$ cat config.mk
export PLATFORM = sky130hd
export DESIGN_NAME = ip_codma_write_machine_flat
export DESIGN_NICKNAME = d
export VERILOG_FILES = /design/src/rtl/ip_codma_pkg.sv /design/src/rtl/mem_interface.sv /design/src/rtl/ip_codma_write_machine.sv /design/src/flat_wrapper.sv
export SDC_FILE = /design/constraint.sdc
export NUM_CORES = 1
export LEC_CHECK = 0
export BUFFER_PORTS_ARGS = -buffer_cell sky130_fd_sc_hd__buf_2
export CELL_PAD_IN_SITES_DETAIL_PLACEMENT = 1
export CELL_PAD_IN_SITES_GLOBAL_PLACEMENT = 1
export CORE_MARGIN = 3
export CORE_UTILIZATION = 38
export CTS_BUF_LIST = sky130_fd_sc_hd__clkbuf_8 sky130_fd_sc_hd__clkbuf_16
export CTS_CLUSTER_DIAMETER = 60
export DETAILED_ROUTE_END_ITERATION = 10
export GPL_ROUTABILITY_DRIVEN = 0
export GPL_TIMING_DRIVEN = 0
export PLACE_DENSITY_LB_ADDON = 0.25
export RECOVER_POWER = 25
export SETUP_SLACK_MARGIN = 0.5
export SLEW_MARGIN = 0
export SYNTH_ARGS = -nofsm -noshare
export SYNTH_HDL_FRONTEND = slang
export SYNTH_SLANG_ARGS = --single-unit
$ cat constraint.sdc
create_clock -name clk_i -period 2.43 [get_ports clk_i]
set_input_delay 0.486 -clock clk_i [delete_from_list [all_inputs] [get_ports clk_i]]
set_output_delay 0.486 -clock clk_i [all_outputs]
set_load 0.02 [all_outputs]
$ cat src/rtl/ip_codma_pkg.sv
// ip_codma_pkg: shared types, size codes and beat-count helper for the codma read/write machines.
package ip_codma_pkg;

   typedef enum logic [1:0] {
      WR_IDLE    = 2'd0,
      WR_ASK     = 2'd1,
      WR_GRANTED = 2'd2,
      WR_UNUSED  = 2'd3
   } write_state_t;

   typedef enum logic [2:0] {
      DMA_IDLE  = 3'd0,
      DMA_READ  = 3'd1,
      DMA_WRITE = 3'd2,
      DMA_DONE  = 3'd3,
      DMA_ERROR = 3'd4
   } dma_state_t;

   localparam logic [3:0] SIZE_2W = 4'd3;
   localparam logic [3:0] SIZE_6W = 4'd8;
   localparam logic [3:0] SIZE_8W = 4'd9;

   // Zero beats marks an illegal size code.
   function automatic logic [2:0] size_beats(input logic [3:0] size);
      return (size == SIZE_8W) ? 3'd4 :
             (size == SIZE_6W) ? 3'd3 :
             (size == SIZE_2W) ? 3'd1 : 3'd0;
   endfunction

endpackage

$ cat src/rtl/mem_interface.sv
// mem_interface: codma memory bus with request/grant arbitration and a valid/ready write channel.
interface mem_interface;
   logic        req;
   logic        write;
   logic [31:0] addr;
   logic [3:0]  size;
   logic [63:0] write_data;
   logic        write_valid;
   logic        grant;
   logic        write_ready;
   logic        error;

   modport master (
      output req, write, addr, size, write_data, write_valid,
      input  grant, write_ready, error
   );

   modport slave (
      input  req, write, addr, size, write_data, write_valid,
      output grant, write_ready, error
   );
endinterface

$ cat src/rtl/ip_codma_write_machine.sv
// ip_codma_write_machine: bursts the 8x32 data register to memory as 64-bit beats.
// Moore outputs; stop beats fault, fault beats the normal transitions.
module ip_codma_write_machine
   import ip_codma_pkg::*;
(
   input  logic              clk_i,
   input  logic              reset_n_i,
   input  logic              need_write_i,
   input  logic              stop_i,
   input  logic [31:0]       addr_i,
   input  logic [3:0]        size_i,
   input  logic [7:0][31:0]  data_reg_i,
   output logic              wr_done_o,
   output logic              wr_state_error,
   mem_interface.master      bus_if,
   output write_state_t      wr_state_r,
   output write_state_t      wr_state_next_s,
   input  dma_state_t        dma_state_r
);

   logic [31:0]      addr_r;
   logic [3:0]       size_r;
   logic [7:0][31:0] data_r;
   logic [2:0]       idx;
   logic [2:0]       last_idx;
   logic             fault, accept, legal, fire, last;

   assign fault    = bus_if.error | (dma_state_r == DMA_ERROR);
   assign accept   = (wr_state_r == WR_IDLE) & need_write_i & ~stop_i & ~fault;
   assign legal    = size_beats(size_i) != 3'd0;
   assign fire     = (wr_state_r == WR_GRANTED) & bus_if.write_ready;
   assign last_idx = 3'({size_beats(size_r), 1'b0} - 4'd2);
   assign last     = fire & (idx == last_idx);

   always_comb begin
      case (wr_state_r)
         WR_IDLE:    wr_state_next_s = accept ? (legal ? WR_ASK : WR_UNUSED) : WR_IDLE;
         WR_ASK:     wr_state_next_s = bus_if.grant ? WR_GRANTED : WR_ASK;
         WR_GRANTED: wr_state_next_s = last ? WR_IDLE : WR_GRANTED;
         default:    wr_state_next_s = WR_IDLE;
      endcase
      if (stop_i || fault) wr_state_next_s = WR_IDLE;
   end

   always_ff @(posedge clk_i or negedge reset_n_i) begin
      if (!reset_n_i) begin
         wr_state_r     <= WR_IDLE;
         wr_done_o      <= 1'b0;
         wr_state_error <= 1'b0;
         addr_r         <= '0;
         size_r         <= '0;
         data_r         <= '0;
         idx            <= '0;
      end else begin
         wr_state_r     <= wr_state_next_s;
         wr_done_o      <= last & ~stop_i & ~fault;
         wr_state_error <= stop_i ? wr_state_error : fault ? 1'b1 : accept ? ~legal : wr_state_error;
         idx            <= (accept || wr_state_next_s == WR_IDLE) ? 3'd0 : fire ? idx + 3'd2 : idx;
         if (accept) begin
            addr_r <= addr_i;
            size_r <= size_i;
            data_r <= data_reg_i;
         end
      end
   end

   // idx is always even, so the upper word of the pair is idx with bit 0 set.
   assign bus_if.req         = (wr_state_r == WR_ASK) | (wr_state_r == WR_GRANTED);
   assign bus_if.write       = bus_if.req;
   assign bus_if.addr        = addr_r;
   assign bus_if.size        = size_r;
   assign bus_if.write_valid = wr_state_r == WR_GRANTED;
   assign bus_if.write_data  = {data_r[{idx[2:1], 1'b1}], data_r[idx]};

endmodule

$ cat src/flat_wrapper.sv
// flat-port wrapper written by rule: the top's interface ports become plain ports
module ip_codma_write_machine_flat import ip_codma_pkg::*;
  (clk_i, reset_n_i, need_write_i, stop_i, addr_i, size_i, data_reg_i, wr_done_o, wr_state_error, wr_state_r, wr_state_next_s, dma_state_r, bus_if_req, bus_if_write, bus_if_addr, bus_if_size, bus_if_write_data, bus_if_write_valid, bus_if_grant, bus_if_write_ready, bus_if_error);
  mem_interface bus_if_i ();
  input  logic clk_i;
  input  logic reset_n_i;
  input  logic need_write_i;
  input  logic stop_i;
  input  logic [31:0] addr_i;
  input  logic [3:0] size_i;
  input  logic [7:0][31:0] data_reg_i;
  output logic wr_done_o;
  output logic wr_state_error;
  output write_state_t wr_state_r;
  output write_state_t wr_state_next_s;
  input  dma_state_t dma_state_r;
  output wire logic [$bits(bus_if_i.req)-1:0] bus_if_req;
  output wire logic [$bits(bus_if_i.write)-1:0] bus_if_write;
  output wire logic [$bits(bus_if_i.addr)-1:0] bus_if_addr;
  output wire logic [$bits(bus_if_i.size)-1:0] bus_if_size;
  output wire logic [$bits(bus_if_i.write_data)-1:0] bus_if_write_data;
  output wire logic [$bits(bus_if_i.write_valid)-1:0] bus_if_write_valid;
  input wire logic [$bits(bus_if_i.grant)-1:0] bus_if_grant;
  input wire logic [$bits(bus_if_i.write_ready)-1:0] bus_if_write_ready;
  input wire logic [$bits(bus_if_i.error)-1:0] bus_if_error;
  assign bus_if_req = bus_if_i.req;
  assign bus_if_write = bus_if_i.write;
  assign bus_if_addr = bus_if_i.addr;
  assign bus_if_size = bus_if_i.size;
  assign bus_if_write_data = bus_if_i.write_data;
  assign bus_if_write_valid = bus_if_i.write_valid;
  assign bus_if_i.grant = bus_if_grant;
  assign bus_if_i.write_ready = bus_if_write_ready;
  assign bus_if_i.error = bus_if_error;
  ip_codma_write_machine u_core (.clk_i(clk_i), .reset_n_i(reset_n_i), .need_write_i(need_write_i), .stop_i(stop_i), .addr_i(addr_i), .size_i(size_i), .data_reg_i(data_reg_i), .wr_done_o(wr_done_o), .wr_state_error(wr_state_error), .bus_if(bus_if_i), .wr_state_r(wr_state_r), .wr_state_next_s(wr_state_next_s), .dma_state_r(dma_state_r));
endmodule
==> summary.md <==
Traced cell by cell, the critical path runs through inv_2 -> ha_4 -> nand2_4 -> nor4_4 -> buf_4 -> a221oi_2 -> nor3_4 -> buf_6. After layout, the minimum clock period comes to 2.59 ns. The final setup violation count was 50. Worst hold slack: 0.155 ns. A synthesized cell averages 9.62 um^2. Count of flip-flops with a built-in enable after synthesis: 0. After detailed routing, the number of remaining DRC violations is 0.

At the pin with the least slew margin, the transition time is 1.13 ns. After synthesis, the cell types taking the most area are dfrtp_1 57%, nand2_1 25%, mux4_2 11%. Wire segments on met3 add up to 3.39 mm in the final route. The fraction of layout instances using a drive strength above 1 was 41.1%. The slowest stage of the critical path is the dfrtp_2 cell.

The critical path contains buffers and inverters numbering 3 combined. The global routing usage summed across all routing layers is 25.8%, and the number of gates on the worst path with buffers counted is 8. The count of final max-slew check failures was 0; the worst setup slack for register-to-register paths was 0.41 ns.

The final route contains 11903 vias. The share of synthesized area in the top cell type comes to 56.9%. The largest single stage delay on the critical path is 0.43 ns. In this run the worst hold path is classified as input port to flop.

The clock drives 298 sinks. For the worst path required time, the log shows 1.94 ns. The detailed-routed wire length on met2 came out at 27.1 mm.

Number of design-rule violations left by the first detailed-router iteration: 580. The run finished, with violations left. Clock-pin slew was measured on the worst setup and hold paths at 0.06 ns.

For the final instance area, the log shows 0.0197 mm^2. From left edge to right edge, the die measures 192 um. Library cell used as clock root buffer: clkbuf_16.

The count of nets left with antenna violations after detail routing is 0, and the area added between synthesis and finish is 49.9%. The sequential fraction of the synthesis area is 56.9%, and the number of global-route vias before repair is 12703. For the maximum frequency from static timing analysis, the log shows 386 MHz. Before CTS, the worst setup slack after placement is -0.341 ns. The maximum vdd ir drop came out at 0.583 mV. Setup repair after global routing could not meet its margin everywhere. The total grt overflow came out at 0. The primary flip-flop cell chosen by synthesis mapping is dfrtp_1. The maximum clock path buffer count is 3, and the floorplan die area is 0.0368 mm^2. Once the floorplan was initialized, standard cells occupied 38.8% of the core. The cell leakage power was 10.4 nW.

For this block, wires on met1 add up to 20.9 mm. For the number of nets at the end of the flow, the log shows 2185. The portion of the clock cycle consumed by the worst path in the final layout was 107%; the average via count per standard cell was 5.03.

The kind of cell with the highest combined delay along the critical path is simple AND/OR/NAND/NOR gates. The die height is 192 um. Summing all placed instances gives a cell area of 0.0159 mm^2. The tools report the final worst slack as -0.159 ns. For the worst setup path, the data arrival time is 2.10 ns. dfrtp_1 takes more of the synthesized area than any other cell. The first-pass GRT wire length came out at 72.1 mm.

Kind of critical path: flop to primary output. The number of instances in the synthesized netlist came out at 1363. After synthesis the netlist holds a flip-flop and latch count of 298. The tools report the post-detailed-routing wire length as 53.4 mm. In this run the most critical hold path is launched from data_reg_i[41].

The logs give 0.0131 mm^2 for the combined area of all synthesized cells and 34.0 mm for the HPWL reported at the end of detailed placement. The top fanout value on the critical path is 3, and the number of top-level pins is 411. The number of buffer cells added on primary ports was 410. For the synthesized net count, the log shows 1669. Counting the buffers created by CTS gives 37. In the final routed layout, each cell accounts on average for 22.6 um. The final worst clock skew came out at 0.0160 ns. Entering global routing, the biggest net connects 115 pins. The run gives 0.0338 mm^2 as the core outline area. In this run, distinct cell masters in the synthesized netlist total 33. After filler insertion, the fill cell instance count of the layout stands at 3761.

The final reports fail on setup timing. STA classifies the critical path endpoint as a primary output. The total of max-cap violations came out at 0. The endpoint identified for the worst register-to-register timing path is u_core.data_r[74].

The worst hold path terminates at u_core.data_r[41]. The first detailed-routing pass took 4 iterations. The standard-cell row count came out at 67. Yosys instantiated no cell more often than nand2_1. The uppermost metal layer occupied by signal nets is met5. During synthesis, Yosys emitted a total of 0 warnings.

The power density over the cells came out at 796 mW/mm^2. STA classifies the critical path startpoint as a flop. For the count of endpoints failing hold in the final timing report, the log shows 0.

The tools report the initial antenna violation count as 19. The commonest cells after synthesis are 881 x nand2_1, 298 x dfrtp_1, 64 x mux4_2. TritonCTS built the clock tree.

The worst register-to-register path begins at u_core.wr_state_r[0]. Counting instances, the worst hold path has a depth of 3. The H-tree generated during clock tree synthesis spans 2 levels. For this run, asynchronously set or reset flops after synthesis account for 100%.

The run gives 24.7% as the worst max-slew margin expressed relative to the limit. The worst register-to-register path has a depth of 9. Clock latency on the worst-skew pair, taken at its later pin, is 0.52 ns.
==> power breakdown <==
part | switching [W] | internal, W
sequential | 0.000676 | 0.00597
clock | 0.00221 | 0.00323
combinational | 0.00188 | 0.00168
total | 0.00477 | 0.0109
==> per-layer routing <==
metal  up-vias  GRT usage (%)
li1       5379              -
met1      5997           32.1
met2       392           43.7
met3       117           6.42
met4        18           9.26
met5         -              0
==> cell families after synthesis <==
kind of cell,synth area share (%)
simple gates,26.5
flops,56.9
buf+inv,4.59
mux,11.0
compound gates,0.496
fa+ha+maj,0.382
xor+xnor,0.134
==> repair_timing <==
item                                    in CTS  in global routing
hold buffers                                 1                  0
endpoints found under the setup margin     359                275
pin swaps                                    8                 63
gates resized for setup                    183                252
buffers inserted                            22                  8
hold endpoints to repair                    74                  0
cloned                                       5                 29
==> metrics by stage <==
| stage | power, W | instances | util [%] | setup TNS [ns] |
|---|---|---|---|---|
| 6_report | 0.0156 | 2365 | 58.2 | -2.53 |
| 4_1_cts | 0.0152 | 2314 | 53.2 | -4.21 |
| 3_3_place_gp | 0.00929 | 2221 | 46.8 | -1498.65 |
| 5_1_grt | 0.0164 | 2360 | 58.2 | -5.78 |
| 3_5_place_dp | 0.00946 | 2223 | 47.0 | -43.16 |
| 2_1_floorplan | 0.00816 | 1363 | - | 0 |
==> worst max path at each step <==
stage,from,end,slack (ns)
global placement,reset_n_i,u_core.wr_state_r[0],-5.52
CTS,u_core.idx[1],bus_if_write_data[45],-0.13
finish,u_core.wr_state_r[0],wr_state_next_s[1],-0.16
detailed placement,u_core.wr_state_r[1],u_core.data_r[242],-0.34
floorplan,u_core.wr_state_r[1],wr_state_next_s[1],0.25
global route,u_core.wr_state_r[0],wr_state_next_s[1],-0.22
==> tightest hold or removal path, stage by stage <==
cell and delay, ns:
buf_2 0.07, nand2_1 0.04, nand2_1 0.04
==> cell usage in the layout (no fill, tap or decap), types with 2 or more instances in the layout <==
cell type  instances
buf_12            33
buf_16            12
buf_2            348
buf_4             29
buf_6             92
buf_8              8
bufinv_16          2
clkbuf_16         64
clkbuf_2           2
clkbuf_4           4
clkbuf_8          10
clkinv_2           4
dfrtp_1          294
dfrtp_2            4
diode_2           14
ha_4               3
inv_1              9
inv_2              2
inv_6              2
mux4_2            64
nand2_1          797
nand2_2           53
nand2_4           31
nor2_1             3
o21ai_1            2
or4_4              2
xor2_1             2
==> state kept, by name, summed over array words and instances (netlist names) <==
signal,count
u_core.idx,2
u_core.data_r,256
u_core.wr_done_o,1
u_core.bus_if.addr,32
u_core.wr_state_error,1
u_core.bus_if.size,4
u_core.wr_state_r,2
==> cell type report <==
type	instances	area, um^2	share of cell area, %
inverters	3	11.3	0.0573
plain buffers	81	1150	5.84
repair buffers	477	3710	18.9
well taps	448	561	2.85
clock buffers	45	1040	5.27
flip-flops and latches	298	7460	38.0
clock inverters	18	144	0.732
multi-input cells	981	5550	28.2
diodes	14	35.0	0.178
Power figures use the tool's default switching activity.
